<file path="src/rtl/riscv_fetch_pkg.sv">
// Shared definitions for the instruction fetch controller: the FSM state
// encoding, the data width, the halt word and the PC increment.
package riscv_fetch_pkg;

    localparam int unsigned XLEN = 32;

    localparam logic [XLEN-1:0] HALT_WORD = XLEN'(32'h0000_0000);
    localparam logic [XLEN-1:0] PC_STEP   = XLEN'(4);

    typedef enum logic [1:0] {
        IDLE  = 2'd0,
        FETCH = 2'd1,
        WAIT  = 2'd2,
        HALT  = 2'd3
    } fetch_state_e;

endpackage

</file>
<file path="src/rtl/fetch_fifo.sv">
// Prefetch FIFO holding fetched instruction words for the decoder.
// Ports:
//   clk, reset_n         clock, async active-low reset
//   clear                synchronous flush of all entries
//   push, push_data      write an entry (accepted when not full, or when popping)
//   pop                  remove the head entry (ignored when empty)
//   head_c               head entry, zero when empty
//   full_c, empty_c      occupancy flags
//   count                current occupancy
module fetch_fifo #(
    parameter int unsigned DEPTH = 2,
    parameter int unsigned WIDTH = 32
) (
    input  logic                   clk,
    input  logic                   reset_n,
    input  logic                   clear,
    input  logic                   push,
    input  logic [WIDTH-1:0]       push_data,
    input  logic                   pop,
    output logic [WIDTH-1:0]       head_c,
    output logic                   full_c,
    output logic                   empty_c,
    output logic [$clog2(DEPTH):0] count
);

    localparam int unsigned AW = $clog2(DEPTH);
    localparam int unsigned CW = AW + 1;

    logic [WIDTH-1:0] mem_q [DEPTH];
    logic [WIDTH-1:0] mem_d [DEPTH];
    logic [AW-1:0]    wr_ptr_q, wr_ptr_d;
    logic [AW-1:0]    rd_ptr_q, rd_ptr_d;
    logic [CW-1:0]    count_q, count_d;
    logic             push_eff;
    logic             pop_eff;

    assign empty_c = (count_q == '0);
    assign full_c  = (count_q == CW'(DEPTH));
    assign count   = count_q;
    assign head_c  = empty_c ? '0 : mem_q[rd_ptr_q];

    // A push into a full FIFO is accepted when a pop frees the head slot the same cycle.
    assign pop_eff  = pop && !empty_c;
    assign push_eff = push && (!full_c || pop_eff);

    // Next-state for storage, pointers and occupancy.
    always_comb begin
        mem_d    = mem_q;
        wr_ptr_d = wr_ptr_q;
        rd_ptr_d = rd_ptr_q;
        count_d  = count_q;
        if (clear) begin
            wr_ptr_d = '0;
            rd_ptr_d = '0;
            count_d  = '0;
        end else begin
            if (push_eff) begin
                mem_d[wr_ptr_q] = push_data;
                wr_ptr_d        = wr_ptr_q + AW'(1);
            end
            if (pop_eff) begin
                rd_ptr_d = rd_ptr_q + AW'(1);
            end
            count_d = count_q + CW'(push_eff) - CW'(pop_eff);
        end
    end

    // State registers.
    always_ff @(posedge clk or negedge reset_n) begin
        if (!reset_n) begin
            mem_q    <= '{default: '0};
            wr_ptr_q <= '0;
            rd_ptr_q <= '0;
            count_q  <= '0;
        end else begin
            mem_q    <= mem_d;
            wr_ptr_q <= wr_ptr_d;
            rd_ptr_q <= rd_ptr_d;
            count_q  <= count_d;
        end
    end

endmodule

</file>
<file path="src/rtl/fetch_ctrl.sv">
// Instruction fetch controller: issues single-outstanding reads to instruction
// memory, buffers returned words in a prefetch FIFO for the decoder, stops on
// the halt word and supports start/flush redirects.
// Ports:
//   clk, reset_n               clock, async active-low reset
//   start, start_pc            begin fetching at start_pc (from IDLE/HALT)
//   flush                      redirect to start_pc, dropping buffered/in-flight words
//   imem_req, imem_addr        memory read request and address
//   imem_rvalid, imem_rdata    in-order memory response
//   instr, instr_valid         FIFO head to the decoder
//   dec_ready                  decoder accepts instr this cycle
//   halted                     halt word seen and FIFO drained
module fetch_ctrl
    import riscv_fetch_pkg::*;
#(
    parameter int unsigned     DEPTH    = 2,
    parameter logic [XLEN-1:0] PC_RESET = 32'h0000_0000
) (
    input  logic            clk,
    input  logic            reset_n,
    input  logic            start,
    input  logic [XLEN-1:0] start_pc,
    input  logic            flush,
    output logic            imem_req,
    output logic [XLEN-1:0] imem_addr,
    input  logic            imem_rvalid,
    input  logic [XLEN-1:0] imem_rdata,
    output logic [XLEN-1:0] instr,
    output logic            instr_valid,
    input  logic            dec_ready,
    output logic            halted
);

    fetch_state_e          state_q, state_d;
    logic [XLEN-1:0]       pc_q, pc_d;
    logic                  discard_q, discard_d;

    logic                  req_c;
    logic                  rsp_live_c;
    logic                  rsp_halt_c;
    logic                  fifo_push;
    logic                  fifo_pop;
    logic                  fifo_full;
    logic                  fifo_empty;
    logic [$clog2(DEPTH):0] fifo_count;

    // Only one request is ever outstanding, so in FETCH the buffer slot check is just "not full".
    // A pending discard blocks new requests until the stale response has come back.
    assign req_c = (state_q == FETCH) && !discard_q && !fifo_full;

    assign rsp_live_c = imem_rvalid && (state_q == WAIT) && !discard_q;
    assign rsp_halt_c = (imem_rdata == HALT_WORD);

    assign fifo_push = rsp_live_c && !flush && !rsp_halt_c;
    assign fifo_pop  = instr_valid && dec_ready;

    assign imem_req    = req_c;
    assign imem_addr   = pc_q;
    assign instr_valid = !fifo_empty;
    assign halted      = (state_q == HALT) && (fifo_count == '0);

    fetch_fifo #(
        .DEPTH (DEPTH),
        .WIDTH (XLEN)
    ) u_fifo (
        .clk       (clk),
        .reset_n   (reset_n),
        .clear     (flush),
        .push      (fifo_push),
        .push_data (imem_rdata),
        .pop       (fifo_pop),
        .head_c    (instr),
        .full_c    (fifo_full),
        .empty_c   (fifo_empty),
        .count     (fifo_count)
    );

    // Next-state, PC and discard-flag logic.
    always_comb begin
        state_d   = state_q;
        pc_d      = pc_q;
        discard_d = discard_q;

        if (discard_q && imem_rvalid) begin
            discard_d = 1'b0;
        end

        if (flush) begin
            state_d = FETCH;
            pc_d    = start_pc;
            // Remember a request still in flight; a response arriving this very cycle is already dropped.
            discard_d = req_c || (((state_q == WAIT) || discard_q) && !imem_rvalid);
        end else begin
            unique case (state_q)
                IDLE, HALT: begin
                    if (start) begin
                        state_d = FETCH;
                        pc_d    = start_pc;
                    end
                end
                FETCH: begin
                    if (req_c) begin
                        state_d = WAIT;
                        pc_d    = pc_q + PC_STEP;
                    end
                end
                WAIT: begin
                    if (imem_rvalid) begin
                        state_d = rsp_halt_c ? HALT : FETCH;
                    end
                end
                default: state_d = IDLE;
            endcase
        end
    end

    // State registers.
    always_ff @(posedge clk or negedge reset_n) begin
        if (!reset_n) begin
            state_q   <= IDLE;
            pc_q      <= PC_RESET;
            discard_q <= 1'b0;
        end else begin
            state_q   <= state_d;
            pc_q      <= pc_d;
            discard_q <= discard_d;
        end
    end

endmodule
</file>
<file path="config.mk">
export PLATFORM = sky130hd
export DESIGN_NAME = fetch_ctrl
export DESIGN_NICKNAME = d
export VERILOG_FILES = /design/src/rtl/riscv_fetch_pkg.sv /design/src/rtl/fetch_fifo.sv /design/src/rtl/fetch_ctrl.sv
export SDC_FILE = /design/constraint.sdc
export NUM_CORES = 1
export LEC_CHECK = 0
export CAP_MARGIN = 15
export CELL_PAD_IN_SITES_DETAIL_PLACEMENT = 1
export CELL_PAD_IN_SITES_GLOBAL_PLACEMENT = 1
export CORE_MARGIN = 5
export CORE_UTILIZATION = 26
export CTS_BUF_LIST = sky130_fd_sc_hd__clkbuf_2
export DETAILED_ROUTE_END_ITERATION = 10
export PLACE_DENSITY_LB_ADDON = 0.1
export REMOVE_ABC_BUFFERS = 1
export SYNTH_ARGS = -nofsm -noshare
export SYNTH_HDL_FRONTEND = slang
export SYNTH_SLANG_ARGS = --single-unit
</file>
<file path="constraint.sdc">
create_clock -name clk -period 5.6 [get_ports clk]
set_input_delay 1.12 -clock clk [delete_from_list [all_inputs] [get_ports clk]]
set_output_delay 1.12 -clock clk [all_outputs]
set_load 0.01 [all_outputs]
</file>
==> summary.md, run 1 <==
| Metric | Value |
|---|---|
| Slowest cell on crit path | `dfrtp_2` |
| Antenna cells | `0` |
| Routed via count | `4461` |
| CTS Root Cell | `clkbuf_2` |
| Reg power frac | `42.0%` |
| Total CTS buffers | `9` |
| Vias in the first global route | `4845` |
| Post-CTS Resized | `0` |
| DR vias/cell | `4.92` |
| CTS Hold Bufs | `0` |
| # rows | `53` |
| EDFF count, synth | `0` |
| Post-CTS setup buffer count | `0` |
| Fin Setup TNS | `0 ns` |
| Layout cells sized above 1 | `16.6%` |
| Max cap viols | `0` |
| Crit-path cells | `mux2i_1 > nor2_1 > clkdlybuf4s50_1` |
| End of the worst hold path | `u_fifo.mem_q[46]` |
| Maximum vdd drop | `0.208 mV` |
| Worst skew pair latency | `0.61 ns` |
| Initial DRT Pass Iterations | `4` |
| Post-synthesis sequential area ratio | `46.3%` |
| Pin count of the biggest net entering global routing | `64` |
| CTS tree | `built` |
| Core area | `0.0211 mm^2` |
| Nets | `702` |
| Setup Crit Path Kind | `flop to output port` |
| Global-route wire length before repair | `27.9 mm` |
| Die area | `0.0245 mm^2` |
| Largest family of logic cells by synthesized area | `multiplexers` |
| Initial Util | `26.4%` |
| # IOs | `137` |
| Worst Path Max Fanout | `33` |
| Cell Area, Synth | `0.00557 mm^2` |
| Sw Share | `42.6%` |
| RSZ-0062 raised after global routing | `no` |
| Sw Pwr | `0.00119 W` |
| Combinational Power Share | `45.0%` |
| Post-Synth Simple-Gate Area | `14.1%` |
| Worst EP arrival | `2.74 ns` |
| Power Density | `385 mW/mm^2` |
| # setup viols final | `0` |
| CP required | `4.48 ns` |
| GRT Total Usage | `14.3%` |
| Clock network fraction of total power | `13.0%` |
| Total power draw | `0.00278 W` |
| Int Power | `0.00160 W` |
| Post-Syn Instances | `505` |
| Clock skew | `0.0351 ns` |
| Fillers | `2348` |
| Initial antenna violation count | `0` |
| Post-synthesis xor/xnor area fraction | `0.472%` |
| Number of DRC markers in iteration 0 | `193` |
| Drt wl/cell | `19.2 um` |
| CP endpoint kind | `output port` |
| Crit Reg-Reg Startpoint | `state_q[0]` |
| FF-to-FF setup slack | `3.07 ns` |
| Netlist cell types | `63` |
| Antenna-violating nets left | `0` |
| Endpoint of the worst register-to-register path | `u_fifo.mem_q[15]` |
| Hold depth | `1` |
| Final Cell Area | `0.00723 mm^2` |
| Clock-pin slew on the worst setup and hold paths | `0.33 ns` |
| Adder-Cell Fraction of Synth Area | `1.35%` |
| Most frequent cells in the layout | `clkdlybuf4s50_1 (135), dfrtp_1 (102), nor2_1 (50)` |
| Mean post-synth cell area | `11.0 um^2` |
| Horiz. Die Dim | `156 um` |
| Most common cell after layout, fill and taps aside | `clkdlybuf4s50_1` |
| Max stage delay on crit path | `1.16 ns` |
| Worst slack at placement | `1.40 ns` |
| Number of hold violations in the final report | `0` |
| Flip-flop and latch area | `0.00258 mm^2` |
| HPWL reported at the end of detailed placement | `12.2 mm` |
| Tightest Pin Transition | `1.18 ns` |
| Hold_ws | `0.534 ns` |
| Total congestion overflow | `0` |
| Multi-input gate area | `0.00275 mm^2` |
| Setup ws final | `1.74 ns` |
| Layout area overhead | `29.9%` |
| Worst R2R Path Depth | `7` |
| Post-route minimum period | `3.86 ns` |
| Family with the most delay on the worst path | `flip-flops` |
| IO Port Bufs | `136` |
| Hold crit path type | `flop to flop` |
| Top_reg_cell synth | `dfrtp_1` |
| Area post-placement | `0.00712 mm^2` |
| Routed WL | `17.4 mm` |
| CP Launch Type | `flop` |
| Die Ht | `156 um` |
| Status | `finished, final reports clean` |
| Compound-gate portion of the synthesized area | `11.8%` |
| Hold_sp | `u_fifo.mem_q[46]` |
| Proportion of synthesized area in mux cells | `21.5%` |
| Clk sink count | `103` |
| Ys async rst share | `100%` |
| WP buf/inv | `1` |
| CTS max path bufs | `2` |
| Post-route DRC | `0` |
| Relative slew slack | `21.6%` |
| Routability Congestion | `0.734` |
| Fmax | `259 MHz` |
| Period utilization | `69.0%` |
| Register bit total from synthesis | `103` |
| H-Tree Depth | `3` |
| Final Max Tran Viols | `0` |
| Yosys warns | `0` |
| Static Leak | `3.08 nW` |
==> routing by layer <==
layer | up-vias | global-route usage, % | wire length (um)
li1 | 2085 | - | -
met1 | 2255 | 20.1 | 8390
met2 | 107 | 22.4 | 8010
met3 | 14 | 3.13 | 852
met4 | 0 | 3.60 | 193
met5 | - | 0 | 0
==> worst max-delay path by stage <==
stage	from	endpoint	slack, ns	cells past startpoint
after floorplan	flush	imem_addr[27]	2.10	4
after global placement	imem_rdata[5]	u_fifo.mem_q[14]	1.53	6
after detailed placement	imem_rdata[1]	u_fifo.mem_q[14]	1.40	6
after CTS	u_fifo.rd_ptr_q	instr[27]	1.63	3
after global routing	u_fifo.rd_ptr_q	instr[27]	1.51	3
final	u_fifo.rd_ptr_q	instr[27]	1.74	3
==> layout make-up <==
class	count	share of cell area [%]
Tap cell	275	4.76
Clock buffer	9	0.623
Inverter	14	0.726
Timing Repair Buffer	141	19.3
Clock inverter	7	0.917
Multi-Input combinational cell	357	38.0
Sequential cell	103	35.6
==> cells by family (layout without fill, tap and decap cells) <==
logic type      count (synthesis)  after routing
simple gates                  145            145
compound gates                103            103
flops                         103            103
mux                           100            100
buf+inv                        45            171
fa+ha+maj                       6              6
xor+xnor                        3              3
==> cells in the mapped netlist (all sizes together), types with 3 or more instances <==
master,instances,area (um^2)
a22oi,4,30.0
nor2,52,198
o22ai,9,56.3
o2bb2ai,3,26.3
a211oi,4,35.0
and3,7,43.8
inv,14,52.6
a31oi,4,31.3
buf,19,151
nand4,11,90.1
a21oi,35,175
nand3,14,75.1
mux2i,34,340
nor4,15,109
mux2,66,856
clkbuf,12,45.0
dfrtp,103,2580
o21ai,21,105
nor2b,3,18.8
nor3,6,46.3
nand2b,6,37.5
and2,4,25.0
a31o,5,43.8
nand2,19,71.3
ha,6,75.1
==> power groups by stage <==
stage	Clock, W	Combinational (W)	Sequential (W)
after floorplan	0	0.000635	0.00116
after global placement	0	0.00125	0.00118
after detailed placement	0	0.00127	0.00119
after CTS	0.000385	0.00128	0.00117
after global routing	0.000416	0.00138	0.00121
final	0.000362	0.00125	0.00117
==> state kept, by name (all words and copies together) (netlist names) <==
signal and cells:
imem_addr 32, u_fifo.wr_ptr_q 1, discard_q 1, state_q 2
u_fifo.rd_ptr_q 1, u_fifo.mem_q 64, u_fifo.count 2
==> through the flow <==
stage | instances | utilization (%)
after floorplan | 474 | -
after global placement | 890 | 33.8
after detailed placement | 890 | 33.8
after CTS | 906 | 34.3
after global routing | 906 | 34.3
final | 906 | 34.3
Note: power is estimated with default switching activity, not from simulation.
==> inputs of run 2 (changes only) <==
clock period = 3.9 ns   (was 5.6 ns; I/O delays follow)
==> run 2 against run 1 <==
Net effect: register-to-register slack worse by 1.4 ns; global-route usage is 0.089 points lower; clock power rose by 39%; first-iteration DRC count rose by 20%; final cell count increased by 0.88%; critical endpoint is now imem_req.
==> summary.md, run 2 (synthesis gave the netlist of run 1 again) <==
| Metric | Value |
|---|---|
| Status | `finished, final reports clean` |
| Post-route minimum period | `3.34 ns` |
| Post-CTS Resized | `0 (unchanged)` |
| Number of DRC markers in iteration 0 | `232 (+20%)` |
| Clk sink count | `103 (unchanged)` |
| Fin Setup TNS | `0 ns (unchanged)` |
| H-Tree Depth | `3 (unchanged)` |
| Clock-pin slew on the worst setup and hold paths | `0.31 ns (-0.02 ns)` |
| Clock skew | `0.0352 ns (+0.0000577 ns)` |
| IO Port Bufs | `136 (unchanged)` |
| Power Density | `548 mW/mm^2 (+43%)` |
| Worst Path Max Fanout | `6 (-82%)` |
| Multi-input gate area | `0.00275 mm^2 (unchanged)` |
| Number of hold violations in the final report | `0 (unchanged)` |
| Global-route wire length before repair | `27.8 mm (-0.25%)` |
| Relative slew slack | `45.8% (+24 points)` |
| Max cap viols | `0 (unchanged)` |
| Final Max Tran Viols | `0 (unchanged)` |
| Worst slack at placement | `0.361 ns (-1.04 ns)` |
| Most common cell after layout, fill and taps aside | `clkdlybuf4s50_1` |
| Layout area overhead | `31.6%` |
| Period utilization | `85.6%` |
| Total power draw | `0.00402 W (+44%)` |
| CTS max path bufs | `2 (unchanged)` |
| Vias in the first global route | `4999 (+3.2%)` |
| Most frequent cells in the layout | `clkdlybuf4s50_1 (135), dfrtp_1 (102), nor2_1 (50)` |
| Setup Crit Path Kind | `flop to output port` |
| CP Launch Type | `flop` |
| Static Leak | `3.13 nW (+1.7%)` |
| CP endpoint kind | `output port` |
| Worst EP arrival | `2.56 ns (-0.18 ns)` |
| Setup ws final | `0.562 ns (-1.17 ns)` |
| Total CTS buffers | `9 (unchanged)` |
| CP required | `3.12 ns (-1.36 ns)` |
| # setup viols final | `0 (unchanged)` |
| Nets | `710 (+1.1%)` |
| RSZ-0062 raised after global routing | `no` |
| # IOs | `137 (unchanged)` |
| Routability Congestion | `0.748 (+1.9%)` |
| Post-CTS setup buffer count | `0 (unchanged)` |
| Total congestion overflow | `0 (unchanged)` |
| DR vias/cell | `4.94 (+0.32%)` |
| Die Ht | `156 um (unchanged)` |
| # rows | `53 (unchanged)` |
| Antenna cells | `0 (unchanged)` |
| Most flops, register | `u_fifo.mem_q` |
| Fmax | `300 MHz` |
| Initial antenna violation count | `0 (unchanged)` |
| Horiz. Die Dim | `156 um (unchanged)` |
| Largest register FFs | `64 (unchanged)` |
| Initial DRT Pass Iterations | `4 (unchanged)` |
| Routed WL | `17.5 mm (about the same)` |
| Hold crit path type | `input port to asynchronous set/reset pin` |
| GRT Total Usage | `14.2% (-0.089 points)` |
| Initial Util | `26.4% (unchanged)` |
| Fillers | `2350 (+0.085%)` |
| Pin count of the biggest net entering global routing | `60 (-6.3%)` |
| CTS Hold Bufs | `0 (unchanged)` |
| Worst skew pair latency | `0.60 ns (about the same)` |
| Post-route DRC | `0 (unchanged)` |
| CTS tree | `built` |
| Core area | `0.0211 mm^2 (unchanged)` |
| Tightest Pin Transition | `0.813 ns (-0.363 ns)` |
| Routed via count | `4515 (+1.2%)` |
| Maximum vdd drop | `0.212 mV (+1.8%)` |
| Flip-flop and latch area | `0.00258 mm^2 (unchanged)` |
| HPWL reported at the end of detailed placement | `12.6 mm (+3.1%)` |
| Drt wl/cell | `19.1 um (-0.79%)` |
| Antenna-violating nets left | `0 (unchanged)` |
| Die area | `0.0245 mm^2 (unchanged)` |
| CTS Root Cell | `clkbuf_2` |
| Layout cells sized above 1 | `17.7% (+1.0 points)` |
| Hold_ws | `0.198 ns (-0.336 ns)` |
[run 2: path summary, 6_finish.rpt]
kind	start	end	slack, ns	cells past startpoint
setup / recovery	state_q[1]	imem_req	0.56	5
hold / removal	reset_n	u_fifo.mem_q[55]	0.20	1
setup reg to reg	state_q[0]	u_fifo.mem_q[59]	1.70	8
hold reg to reg	u_fifo.mem_q[60]	u_fifo.mem_q[60]	0.53	1
max in group asynchronous	reset_n	u_fifo.count[1]	2.82	2
min in group clk	u_fifo.mem_q[60]	u_fifo.mem_q[60]	0.53	1
[run 2: final cells by class]
class,count,area share [%]
inverter,14,0.717
multi-input combinational,357,37.5
clock buffer,10,0.682
sequential,103,35.2
clock inverter,6,0.682
tap,275,4.69
timing repair buffer,149,20.5
[run 2: metal layers]
metal	vias up	part of all wire, %	global-route usage [%]
li1	2099	-	-
met1	2298	48	19.4
met3	10	4.7	2.71
met4	0	0.85	3.35
met5	-	0	0
met2	108	47	23.4
[run 2: critical path, stage by stage, from the launching register on]
cell and delay, ns:
dfrtp_1 0.48, inv_1 0.07, ha_1 0.23, or3b_2 0.53, inv_1 0.11, clkdlybuf4s50_1 0.55
[run 2: per-stage QoR]
step	cell area (um^2)	util, %	instances
4_1_cts	7330	34.8	914
5_1_grt	7330	34.8	914
3_3_place_gp	7230	34.3	898
3_5_place_dp	7230	34.3	898
6_report	7330	34.8	914
2_1_floorplan	5370	-	474
[run 2: where the power goes]
part	total [W]	switching, W	internal [W]
logic	0.00186	0.000963	0.000901
registers	0.00165	0.000336	0.00132
clock network	0.000502	0.000406	0.0000955
total	0.00402	0.00170	0.00231
==> inputs of run 3 (changes only) <==
REMOVE_ABC_BUFFERS = unset   (was 1)
TNS_END_PERCENT = 1   (was unset)
==> run 3 against run 2 <==
Net effect: die area did not move; largest power group unchanged; first-iteration DRC count is 49% lower; design area decreased by 0.10%; utilization barely moved; critical path depth unchanged; highest routed layer unchanged.
==> summary.md, run 3 (synthesis gave the netlist of run 1 again) <==
| Metric | Value |
|---|---|
| Power Density | `548 mW/mm^2 (about the same)` |
| Fmax | `295 MHz (-1.4%)` |
| Most flops, register | `u_fifo.mem_q` |
| Layout cells sized above 1 | `17.7% (unchanged)` |
| Number of DRC markers in iteration 0 | `118 (-49%)` |
| Static Leak | `3.13 nW (about the same)` |
| # rows | `53 (unchanged)` |
| Final cell count without fillers | `916 (+0.22%)` |
| Hold crit path type | `input port to asynchronous set/reset pin` |
| CP endpoint kind | `output port` |
| Post-CTS setup buffer count | `0 (unchanged)` |
| Horiz. Die Dim | `156 um (unchanged)` |
| Post-route minimum period | `3.38 ns (+0.0466 ns)` |
| Initial antenna violation count | `1 (+1)` |
| Crit Reg-Reg Startpoint | `state_q[0]` |
| Tightest Pin Transition | `0.964 ns (+0.151 ns)` |
| Maximum vdd drop | `0.236 mV (+11%)` |
| Max stage delay on crit path | `0.55 ns (about the same)` |
| IO Port Bufs | `136 (unchanged)` |
| Number of hold violations in the final report | `0 (unchanged)` |
| CTS Root Cell | `clkbuf_2` |
| Most common cell after layout, fill and taps aside | `clkdlybuf4s50_1` |
| GRT Total Usage | `14.3% (+0.13 points)` |
| # IOs | `137 (unchanged)` |
| RSZ-0062 raised after global routing | `no` |
| Status | `finished, final reports clean` |
| CTS Hold Bufs | `0 (unchanged)` |
| Clock-pin slew on the worst setup and hold paths | `0.31 ns (about the same)` |
| Area post-placement | `0.00722 mm^2 (-0.17%)` |
| Slowest cell on crit path | `clkdlybuf4s50_1` |
| Period utilization | `86.8% (+1.2 points)` |
| Hold_ws | `0.239 ns (+0.0408 ns)` |
| DR vias/cell | `4.90 (-0.75%)` |
| # setup viols final | `0 (unchanged)` |
| Worst EP arrival | `2.60 ns (+0.04 ns)` |
| CP required | `3.12 ns (about the same)` |
| Crit-path cells | `inv_1 > ha_1 > or3b_2 > inv_1 > clkdlybuf4s50_1` |
| Post-route DRC | `0 (unchanged)` |
| Worst Path Max Fanout | `6 (unchanged)` |
| CP Launch Type | `flop` |
| Routed WL | `17.3 mm (-0.94%)` |
| Relative slew slack | `35.7% (-10 points)` |
| Vias in the first global route | `4926 (-1.5%)` |
| # placed instances | `899 (+0.11%)` |
| Post-Syn Nets | `581` |
| Initial Util | `26.4% (unchanged)` |
| H-Tree Depth | `3 (unchanged)` |
| HPWL reported at the end of detailed placement | `12.8 mm (+1.8%)` |
| Worst R2R Path Depth | `7 (-1)` |
| Drt wl/cell | `18.9 um (-1.2%)` |
| Core area | `0.0211 mm^2 (unchanged)` |
| Fin Setup TNS | `0 ns (unchanged)` |
| Clk sink count | `103 (unchanged)` |
| Antenna-violating nets left | `0 (unchanged)` |
| Initial DRT Pass Iterations | `4 (unchanged)` |
| Final Cell Area | `0.00733 mm^2 (-0.10%)` |
| CTS max path bufs | `2 (unchanged)` |
| Post-CTS Resized | `0 (unchanged)` |
| Total CTS buffers | `9 (unchanged)` |
| Clock skew | `0.0360 ns (+0.000841 ns)` |
| Total power draw | `0.00401 W (-0.13%)` |
| Launch point of the critical path | `state_q[1]` |
| Routed via count | `4491 (-0.53%)` |
| Most frequent cells in the layout | `clkdlybuf4s50_1 (135), dfrtp_1 (102), nor2_1 (50)` |
| Pin count of the biggest net entering global routing | `74 (+23%)` |
| Final Max Tran Viols | `0 (unchanged)` |
| CP dominant cell by count | `inv_1` |
| Routability Congestion | `0.792 (+6.0%)` |
| Total congestion overflow | `0 (unchanged)` |
| Nets | `711 (+0.14%)` |
| Largest register FFs | `64 (unchanged)` |
| Layout area overhead | `31.5%` |
| Max cap viols | `0 (unchanged)` |
| Global-route wire length before repair | `27.9 mm (+0.35%)` |
| Worst skew pair latency | `0.62 ns (+0.02 ns)` |
| Die area | `0.0245 mm^2 (unchanged)` |
| Die Ht | `156 um (unchanged)` |
| Setup Crit Path Kind | `flop to output port` |
| CTS tree | `built` |
-- run 3: metrics by stage --
step	worst slack, ns	util (%)
2_1_floorplan	1.69	-
3_3_place_gp	0.347	34.2
3_5_place_dp	0.305	34.2
4_1_cts	0.395	34.7
5_1_grt	0.320	34.7
6_report	0.515	34.7
-- run 3: area by class of cell --
class	count	area [um^2]
clock buffers	9	45.0
flip-flops and latches	103	2580
well taps	275	344
fillers	2370	13800
diodes	2	5.00
repair buffers	150	1490
inverters	14	52.6
clock inverters	6	55.1
multi-input cells	357	2760
-- run 3: worst paths after layout --
path | end | slack [ns]
max | imem_req | 0.52
min | u_fifo.mem_q[9] | 0.24
max reg2reg | imem_addr[7] | 1.53
min reg2reg | u_fifo.mem_q[60] | 0.54
max in group asynchronous | u_fifo.mem_q[61] | 2.80
min in group clk | u_fifo.mem_q[60] | 0.54
-- run 3: routing by layer --
metal	vias up	wire length, um	track usage, %
met4	0	167	2.56
met2	97	8530	24.3
li1	2105	-	-
met5	-	0	0
met1	2279	7610	18.1
met3	10	979	4.67
-- run 3: worst max-delay path: cells and delay by family (launching register included) --
kind | cells | cell delay [ns]
flops | 1 | 0.49
fa+ha+maj | 1 | 0.24
buf+inv | 3 | 0.73
simple gates | 1 | 0.53
-- run 3: power by group --
| group | internal, W | switching (W) | leakage, nW |
|---|---|---|---|
| logic | 0.000902 | 0.000966 | 1.73 |
| registers | 0.00132 | 0.000329 | 1.33 |
| clock network | 0.0000938 | 0.000406 | 0.0584 |
| total | 0.00231 | 0.00170 | 3.13 |
